--- src/rtl/demux12_buf.sv ---
// Registered 1-to-12 one-hot/multicast demultiplexer with a single-entry buffer per channel.
// Upstream accepts a word only when every selected channel can take it in the same cycle.
module demux12_buf #(
    parameter int unsigned DW = 1
) (
    input  logic             clk,
    input  logic             reset,
    input  logic             in_valid,
    output logic             in_ready,
    input  logic [11:0]      in_sel,
    input  logic [DW-1:0]    in_data,
    output logic [11:0]      out_valid,
    input  logic [11:0]      out_ready,
    output logic [12*DW-1:0] out_data,
    output logic             err
);

    logic [11:0]          valid_q, valid_d;
    logic [11:0][DW-1:0]  data_q, data_d;
    logic                 err_q, err_d;

    logic [11:0] can_take;
    logic [11:0] push;
    logic [11:0] pop;
    logic        accept;

    assign can_take = ~valid_q | out_ready;
    // Ready never looks at in_valid; held low during reset so nothing is taken.
    assign in_ready = ~reset & (&(~in_sel | can_take));
    assign accept   = in_valid & in_ready;
    assign push     = {12{accept}} & in_sel;
    assign pop      = valid_q & out_ready;

    always_comb begin
        valid_d = (valid_q & ~pop) | push;
        data_d  = data_q;
        for (int i = 0; i < 12; i++) begin
            if (push[i]) begin
                data_d[i] = in_data;
            end
        end
        err_d = err_q | (accept & (in_sel == 12'd0));
    end

    always_ff @(posedge clk) begin
        if (reset) begin
            valid_q <= '0;
            data_q  <= '0;
            err_q   <= 1'b0;
        end else begin
            valid_q <= valid_d;
            data_q  <= data_d;
            err_q   <= err_d;
        end
    end

    assign out_valid = valid_q;
    assign out_data  = data_q;
    assign err       = err_q;

endmodule

--- config.mk ---
export PLATFORM = sky130hd
export DESIGN_NAME = demux12_buf
export DESIGN_NICKNAME = d
export VERILOG_FILES = /design/src/rtl/demux12_buf.sv
export SDC_FILE = /design/constraint.sdc
export NUM_CORES = 1
export LEC_CHECK = 0
export ABC_AREA = 0
export CAP_MARGIN = 10
export CORE_UTILIZATION = 38
export DETAILED_ROUTE_END_ITERATION = 10
export GPL_TIMING_DRIVEN = 0
export PLACE_DENSITY = 0.75
export SYNTH_ARGS = -nofsm -noshare
export SYNTH_HDL_FRONTEND = slang
export SYNTH_SLANG_ARGS = --single-unit
export TNS_END_PERCENT = 5
--- constraint.sdc ---
create_clock -name clk -period 1.25 [get_ports clk]
set_input_delay 0.1875 -clock clk [delete_from_list [all_inputs] [get_ports clk]]
set_output_delay 0.1875 -clock clk [all_outputs]
set_load 0.02 [all_outputs]
# Word-level counts from Yosys, hierarchy flattened

Index checks and enable logic that the tools add are counted.

Bitwise operators: 14
Reductions and logical operators: 2

Operators with widths:

| operator           | count |
|---|---|
| $and A12 B12 Y12   | 3 |
| $not A12 Y12       | 3 |
| $or A12 B12 Y12    | 3 |
| $logic_not A12 Y1  | 1 |
| $reduce_and A12 Y1 | 1 |
| $and A1 B1 Y1      | 3 |
| $not A1 Y1         | 1 |
| $or A1 B1 Y1       | 1 |

Input bits: 28
Output and inout port bits: 26
Word-level logic and storage cells: 30
Bits in registers: 25

# Depth between registers and ports, before layout

Gate-level depths: netlist of the first run.

Depth after elaboration: 8
Gate-level depth with buffers: 5
Depth with buffers taken out: 4

# Worst setup path after synthesis of the first run

Ideal clock, no wire load.

Path kind: register to output
Start: register valid_q[5], in the netlist out_valid[5]
End: output in_ready
Data required time: 1.062 ns
Setup slack: -0.146 ns
Data arrival time: 1.209 ns
Stages on the path, launching flop included: 5
Path buffers: 1
Path through: dfxtp_1 -> nand2b_1 -> o2111a_1 -> buf_4 -> and4_1

Word-level cells in the longest chain between the ends: 5

Ends and longest elaborated chain:

| item                   | RTL line | text |
|---|---|---|
| from (decl)            | 18       | `logic [11:0] valid_q, valid_d;` |
| from (signal assigned) | 51       | `valid_q <= valid_d;` |
| $not A12 Y12           | 27       | `assign can_take = ~valid_q \| out_ready;` |
| $or A12 B12 Y12        | 27       |  |
| $or A12 B12 Y12        | 29       | `assign in_ready = ~reset & (&(~in_sel \| can_take));` |
| $reduce_and A12 Y1     | 29       |  |
| $and A1 B1 Y1          | 29       |  |
| to (decl)              | 9        | `output logic in_ready,` |

Every way passes these cells.

# Final worst setup path of the first run

Start: input in_sel[2]
End: output in_ready

Word-level cells in the longest chain between the ends: 4

Ends and longest elaborated chain:

| item               | RTL line | text |
|---|---|---|
| from (decl)        | 10       | `input logic [11:0] in_sel,` |
| $not A12 Y12       | 29       |  |
| $or A12 B12 Y12    | 29       |  |
| $reduce_and A12 Y1 | 29       |  |
| $and A1 B1 Y1      | 29       |  |

Every way passes these cells.

==> summary.md, run 1 <==
| Metric | Value |
|---|---|
| Data required, critical path | between 1 and 1.5 ns |
| CTS tree | done |
| Final HPWL from detailed placement | approximately 2.8 mm |
| Finish-stage setup viols | 22 |
| Utilization after layout | 0.657 |
| RD Place Congestion | a little over 0.8 |
| Synthesized flop and latch total | 25 |
| Mapped Cells | approximately 140 |
| Period utilization | 1.34 |
| # H-tree levels | 1 |
| Row Count | 20 |
| Wirelength per Cell | approximately 16 microns |
| Failing checks | setup timing |
| Peak VDD IR | just under 0.5 mV |
| Main combinational cell family by area after synthesis | simple AND/OR/NAND/NOR gates |
| Adder-cell area share of the yosys netlist | 0 |
| Arr. time, crit path | between 1 and 1.5 ns |
| Minimum clock period | 1.67 ns |
| Layout cells sized above 1 | 0.308 |
| Avg Cell Area, Syn | 9.12 sq um |
| Initial Util | 0.413 |
| Placed Cells | 240 |
| Die H | roughly 61 microns |
| First-pass GRT wire length | around 6.3 mm |
| Worst-path clk slew | approximately 0.14 ns |
| Die outline width | approximately 61 microns |
| Dpl ws | -1.03 ns |
| I/O Pins | 54 |
| Vias/cell | around 5.4 |
| Diodes inserted | 0 |
| Fin area | 2070 sq um |
| GR Overflow Total | 0 |
| Post-synthesis sequential area ratio | 0.384 |
| Static leakage | roughly 0.88 nW |
| Commonest non-fill, non-tap cell in the layout | nand2b_1 |
| Clk buf depth | 2 |
| Vias in the first global route | between 1000 and 1500 |
| Yosys warnings | 0 |
| Post-synthesis simple-gate area fraction | 0.374 |
| Slew Limit Fails | 0 |
| Initial antenna violation count | 0 |
| Final worst slack | -0.422 ns |
| DRC errors left | 0 |
| Worst Tran Pin Value | a little over 0.5 ns |
| Area Growth Syn to Fin | 58.9% |
| Clock Skew | 0.00380 ns |
| Core area | around 3200 sq um |
| Hold_buf cts | 0 |
| Via count | 1386 |
| Distinct cells, synth | 22 |
| Final wirelength | 4.17 mm |
| TritonCTS Buffers | 3 |
| Critical path fanouts, max | 3 |
| Clock sink total | 25 |
| Max Fclk | roughly 0.6 GHz |
| Hold Path Class | primary input to flip-flop |
| Nature of the critical path endpoint | primary output |
| Root buffer cell | clkbuf_4 |
| Status | finished with violations |
| Clock Latency Late Sink | roughly 0.33 ns |
| Drt pass-1 iters | 4 |
| Unrepaired setup endpoints after global routing | yes |
| Startpoint types | primary input |
| Syn Nets | roughly 170 |
| Setup CP Type | primary input to primary output |
| Area after DPL | between 1500 and 2000 sq um |
| Fin cells | between 200 and 300 |
| Initial DRC count | around 70 |
| Largest net degree at the start of global routing | 15 |
| Most frequent cells in the layout | nand2b_1 (22), clkdlybuf4s50_1 (17), clkdlybuf4s15_1 (16) |
| Mapped Area | between 1000 and 1500 sq um |
| Slew HR | 0.657 |
| Post-Synth XOR/XNOR Area | 0 |
| Buffers on Ports | 53 |
| Die area | between 3000 and 4000 sq um |
| Final Hold Viols | 0 |
| TNS Setup | -2.47 ns |
| Final ANT Viol Nets | 0 |
| Power Dens Cells | 794 nW/um^2 |
| Tot GR Track Use | 0.238 |
| Final layout net count | between 200 and 250 |
| Mux contribution to synthesized area | 0.0921 |
| Compound-Gate Fraction of Synth Area | 0.0787 |
| Maxcap violations | 0 |
[synth_stat cells, drive strengths merged]
cell type | count | area [sq um]
nor4 | 1 | 6.26
nand2b | 25 | 156
a21oi | 12 | 60.1
o221a | 1 | 11.3
and3b | 1 | 10.0
and4 | 1 | 8.76
a41oi | 1 | 8.76
nand2 | 12 | 45.0
or4 | 1 | 7.51
inv | 4 | 15.0
mux2i | 12 | 120
nor2 | 3 | 11.3
nand4 | 12 | 75.1
o2111a | 2 | 22.5
clkbuf | 2 | 7.51
dfxtp | 25 | 500
nor3 | 13 | 115
nand3b | 7 | 52.6
buf | 8 | 70.1
[area by class of cell]
type,instances,area (sq um)
buffer,10,88.8
fill,276,1080
inverter,4,15.0
clock buffer,3,22.5
multi-input combinational,104,776
clock inverter,1,5.00
tap,44,55.1
timing repair buffer,64,591
sequential,25,519
[timing repair]
action / CTS / global route
pin swaps: 34 / 8
resized for setup: 57 / 32
endpoints found under the setup margin: 49 / 49
endpoints found under the hold margin: 0 / 0
setup buffers: 8 / 4
[where the power goes]
group / total (mW) / switching, mW / internal (mW)
logic: 0.418 / 0.205 / 0.212
registers: 0.847 / 0.0196 / 0.827
clock network: 0.381 / 0.260 / 0.120
[metal layers]
metal / global-route usage / wire length [microns] / vias to the layer above
met2: 0.436 / 2180 / 73
met3: 0.0362 / 269 / 12
met4: 0.101 / 86 / 0
met5: 0 / 0 / -
met1: 0.274 / 1630 / 656
li1: - / - / 645
[state kept, by name, indices dropped and copies added, names as in the netlist]
name       cells
out_data      12
out_valid     12
err            1
[logic make-up (layout without fill, tap and decap cells)]
logic type / after synthesis / after routing
AO/OA/AOI/OAI: 16 / 16
buffers and inverters: 14 / 82
flip-flops: 25 / 25
multiplexers: 12 / 12
AND/OR/NAND/NOR: 76 / 76
[critical path, stage by stage]
cell and delay (ns):
clkdlybuf4s50_1 0.47, nand3b_1 0.13, o2111a_2 0.25, buf_6 0.12, and4_4 0.21, buf_6 0.12
[worst paths after layout]
check / startpoint / slack (ns) / depth (start not counted) / to
hold reg to reg: out_data[9] / 0.49 / 2 / out_data[9]
setup reg to reg: out_valid[6] / -0.17 / 6 / out_data[4]
setup / recovery: in_sel[2] / -0.42 / 6 / in_ready
hold / removal: out_ready[6] / 0.25 / 3 / out_valid[6]
[through the flow]
| step | hold WS (ns) | total power, mW |
|---|---|---|
| 2_1_floorplan | 0.358 | 1.06 |
| 3_3_place_gp | 0.461 | 1.25 |
| 3_5_place_dp | 0.467 | 1.26 |
| 4_1_cts | 0.265 | 1.61 |
| 5_1_grt | 0.254 | 1.72 |
| 6_report | 0.251 | 1.65 |
Note: power is estimated with default switching activity, not from simulation.
==> inputs of run 2 (changes only) <==
ABC_CLOCK_PERIOD_IN_PS = 1250   (was unset)
CORE_MARGIN = 1   (was unset)
==> results of run 2 <==
Final layout, timing and power as in run 1 (identical DEF).
==> inputs of run 3 (changes only) <==
ABC_CLOCK_PERIOD_IN_PS = 1730   (was 1250)
CORE_UTILIZATION = 42   (was 38)
PLACE_DENSITY = 0.79   (was 0.75)
clock period = 1.73 ns   (was 1.25 ns; I/O delays follow)
==> run 3 against run 2 <==
  * The flow finishes with violations (DRC)
  * Register-to-register slack better by 0.43 ns
  * Clock power fell by 30%
  * Clock skew is 0.0026 ns higher
  * Sequential power shrank 28%
  * First-iteration DRC count shrank 14%
  * Core utilization is 3.9 points higher
  * Critical path depth is 1 lower
  * Sequential share of layout area rose by 0.44 points
  * Critical endpoint unchanged
==> summary.md, run 3 (synthesis gave the netlist of run 1 again) <==
| Metric | Value |
|---|---|
| Data required, critical path | 1.47 ns (was 1.06 ns) |
| Clock sink total | 25 (unchanged) |
| Clock Latency Late Sink | 0.33 ns (about the same) |
| Clock Skew | 0.00644 ns (was 0.00380 ns) |
| Area Growth Syn to Fin | 52.4% (was 58.9%) |
| TritonCTS Buffers | 3 (unchanged) |
| Final ANT Viol Nets | 0 (unchanged) |
| GR Overflow Total | 0 (unchanged) |
| Final Hold Viols | 0 (unchanged) |
| Largest net degree at the start of global routing | 20 (was 15) |
| Area after DPL | 1870 sq um (was 1910 sq um) |
| Filler cell count in the final layout | 241 (was 276) |
| Initial Util | 0.457 (was 0.413) |
| Drt pass-1 iters | 8 (was 4) |
| Root buffer cell | clkbuf_4 (unchanged) |
| Hold_ws | 0.310 ns (was 0.251 ns) |
| Tot GR Track Use | 0.231 (was 0.238) |
| # H-tree levels | 1 (unchanged) |
| Static leakage | 0.824 nW (was 0.881 nW) |
| Slew HR | 0.693 (was 0.657) |
| Die outline width | 57.7 microns (was 60.6 microns) |
| Setup CP Type | primary input to primary output (unchanged) |
| Wirelength per Cell | 15.8 microns (was 16.3 microns) |
| Startpoint types | primary input (unchanged) |
| Fin cells | 238 (was 255) |
| Dpl ws | -0.710 ns (was -1.03 ns) |
| Period utilization | 0.970 |
| RD Place Congestion | 0.823 (about the same) |
| Power Dens Cells | 589 nW/um^2 (was 794 nW/um^2) |
| Placed Cells | 227 (was 240) |
| I/O Pins | 54 (unchanged) |
| Core area | 2850 sq um (was 3150 sq um) |
| Clk buf depth | 2 (unchanged) |
| Utilization after layout | 0.696 (was 0.657) |
| Vias in the first global route | 1278 (was 1340) |
| Row Count | 19 (was 20) |
| Worst Hold Depth | 3 (unchanged) |
| Failing checks | DRC (was setup timing) |
| Fin area | 1990 sq um (was 2070 sq um) |
| Buffers on Ports | 53 (unchanged) |
| Die area | 3330 sq um (was 3670 sq um) |
| Initial antenna violation count | 0 (unchanged) |
| Commonest non-fill, non-tap cell in the layout | clkdlybuf4s50_1 (was nand2b_1) |
| Vias/cell | 5.63 (was 5.44) |
| Slew Limit Fails | 0 (unchanged) |
| Worst-path clk slew | 0.13 ns (was 0.14 ns) |
| DRC errors left | 5 (was 0) |
| Initial DRC count | 59 (was 69) |
| Peak VDD IR | 0.406 mV (was 0.481 mV) |
| Maxcap violations | 0 (unchanged) |
| Minimum clock period | between 1.5 and 2 ns |
| Worst Tran Pin Value | 0.460 ns (was 0.515 ns) |
| Final HPWL from detailed placement | 2.66 mm (was 2.83 mm) |
| Nature of the critical path endpoint | primary output (unchanged) |
| R2R setup slack | 0.26 ns (was -0.17 ns) |
| Status | finished with violations (unchanged) |
| TNS Setup | 0 ns (was -2.47 ns) |
| Layout cells sized above 1 | 0.217 (was 0.308) |
| Final layout net count | 236 (was 240) |
| Final wirelength | 3.75 mm (was 4.17 mm) |
| Die H | 57.7 microns (was 60.6 microns) |
| First-pass GRT wire length | 5.89 mm (was 6.28 mm) |
| Critical path fanouts, max | 3 (unchanged) |
| R2R cell count | 6 (unchanged) |
| Finish-stage setup viols | 0 (was 22) |
| Arr. time, crit path | 1.42 ns (was 1.48 ns) |
| Hold Path Class | primary input to flip-flop (unchanged) |
| Diodes inserted | 0 (unchanged) |
| CTS tree | done (unchanged) |
| Via count | 1340 (was 1386) |
| Final worst slack | 0.0512 ns (was -0.422 ns) |
| Max Fclk | 0.596 GHz |
| Design Power | 1.17 mW (was 1.65 mW) |
| Most frequent cells in the layout | clkdlybuf4s50_1 (39), nand2b_1 (21), dfxtp_1 (20) (was nand2b_1 (22), clkdlybuf4s50_1 (17), clkdlybuf4s15_1 (16)) |
run 3: changes by cell type in the layout (fill, tap and decap cells not counted), moves of 5 or more:
cell | before | now
clkdlybuf4s50_1 | 17 | 39
clkbuf_2 | 6 | 0
buf_6 | 8 | 2
buf_4 | 8 | 13
dfxtp_1 | 14 | 20
clkdlybuf4s15_1 | 16 | 0
run 3: path summary, 6_finish.rpt:
kind / from / end
min reg2reg: out_data[1] / out_data[1]
min: out_ready[6] / out_valid[6]
max reg2reg: out_valid[6] / out_data[7]
max: in_sel[4] / in_ready
run 3: timing repair:
action	in CTS	in global routing
pin swaps	5	2
hold buffers	0	0
setup endpoints to repair	1	1
resized for setup	30	5
setup buffers	7	5
run 3: final cells by class:
cell class	count	area, sq um	area share
Tap cell	31	38.8	0.0195
Multi-Input combinational cell	104	762	0.384
Timing Repair Buffer	65	606	0.305
Buffer	5	32.5	0.0164
Sequential cell	25	507	0.255
Inverter	4	15.0	0.00756
Clock buffer	4	26.3	0.0132
run 3: where the power goes:
part	switching, mW	internal [mW]	total, mW
Clock	0.175	0.0905	0.265
Combinational	0.138	0.154	0.292
Sequential	0.0150	0.599	0.614
Total	0.328	0.844	1.17
run 3: worst max-delay path: stages:
cell	delay, ns
clkdlybuf4s50_1	0.47
nand3b_1	0.13
o2111a_2	0.21
and4_4	0.23
buf_6	0.11
run 3: routing by layer:
metal	global-route usage	up-vias	wire (microns)
li1	-	634	-
met1	0.288	638	1490
met2	0.405	59	1900
met3	0.0223	9	271
met4	0.105	0	87
met5	0	-	0
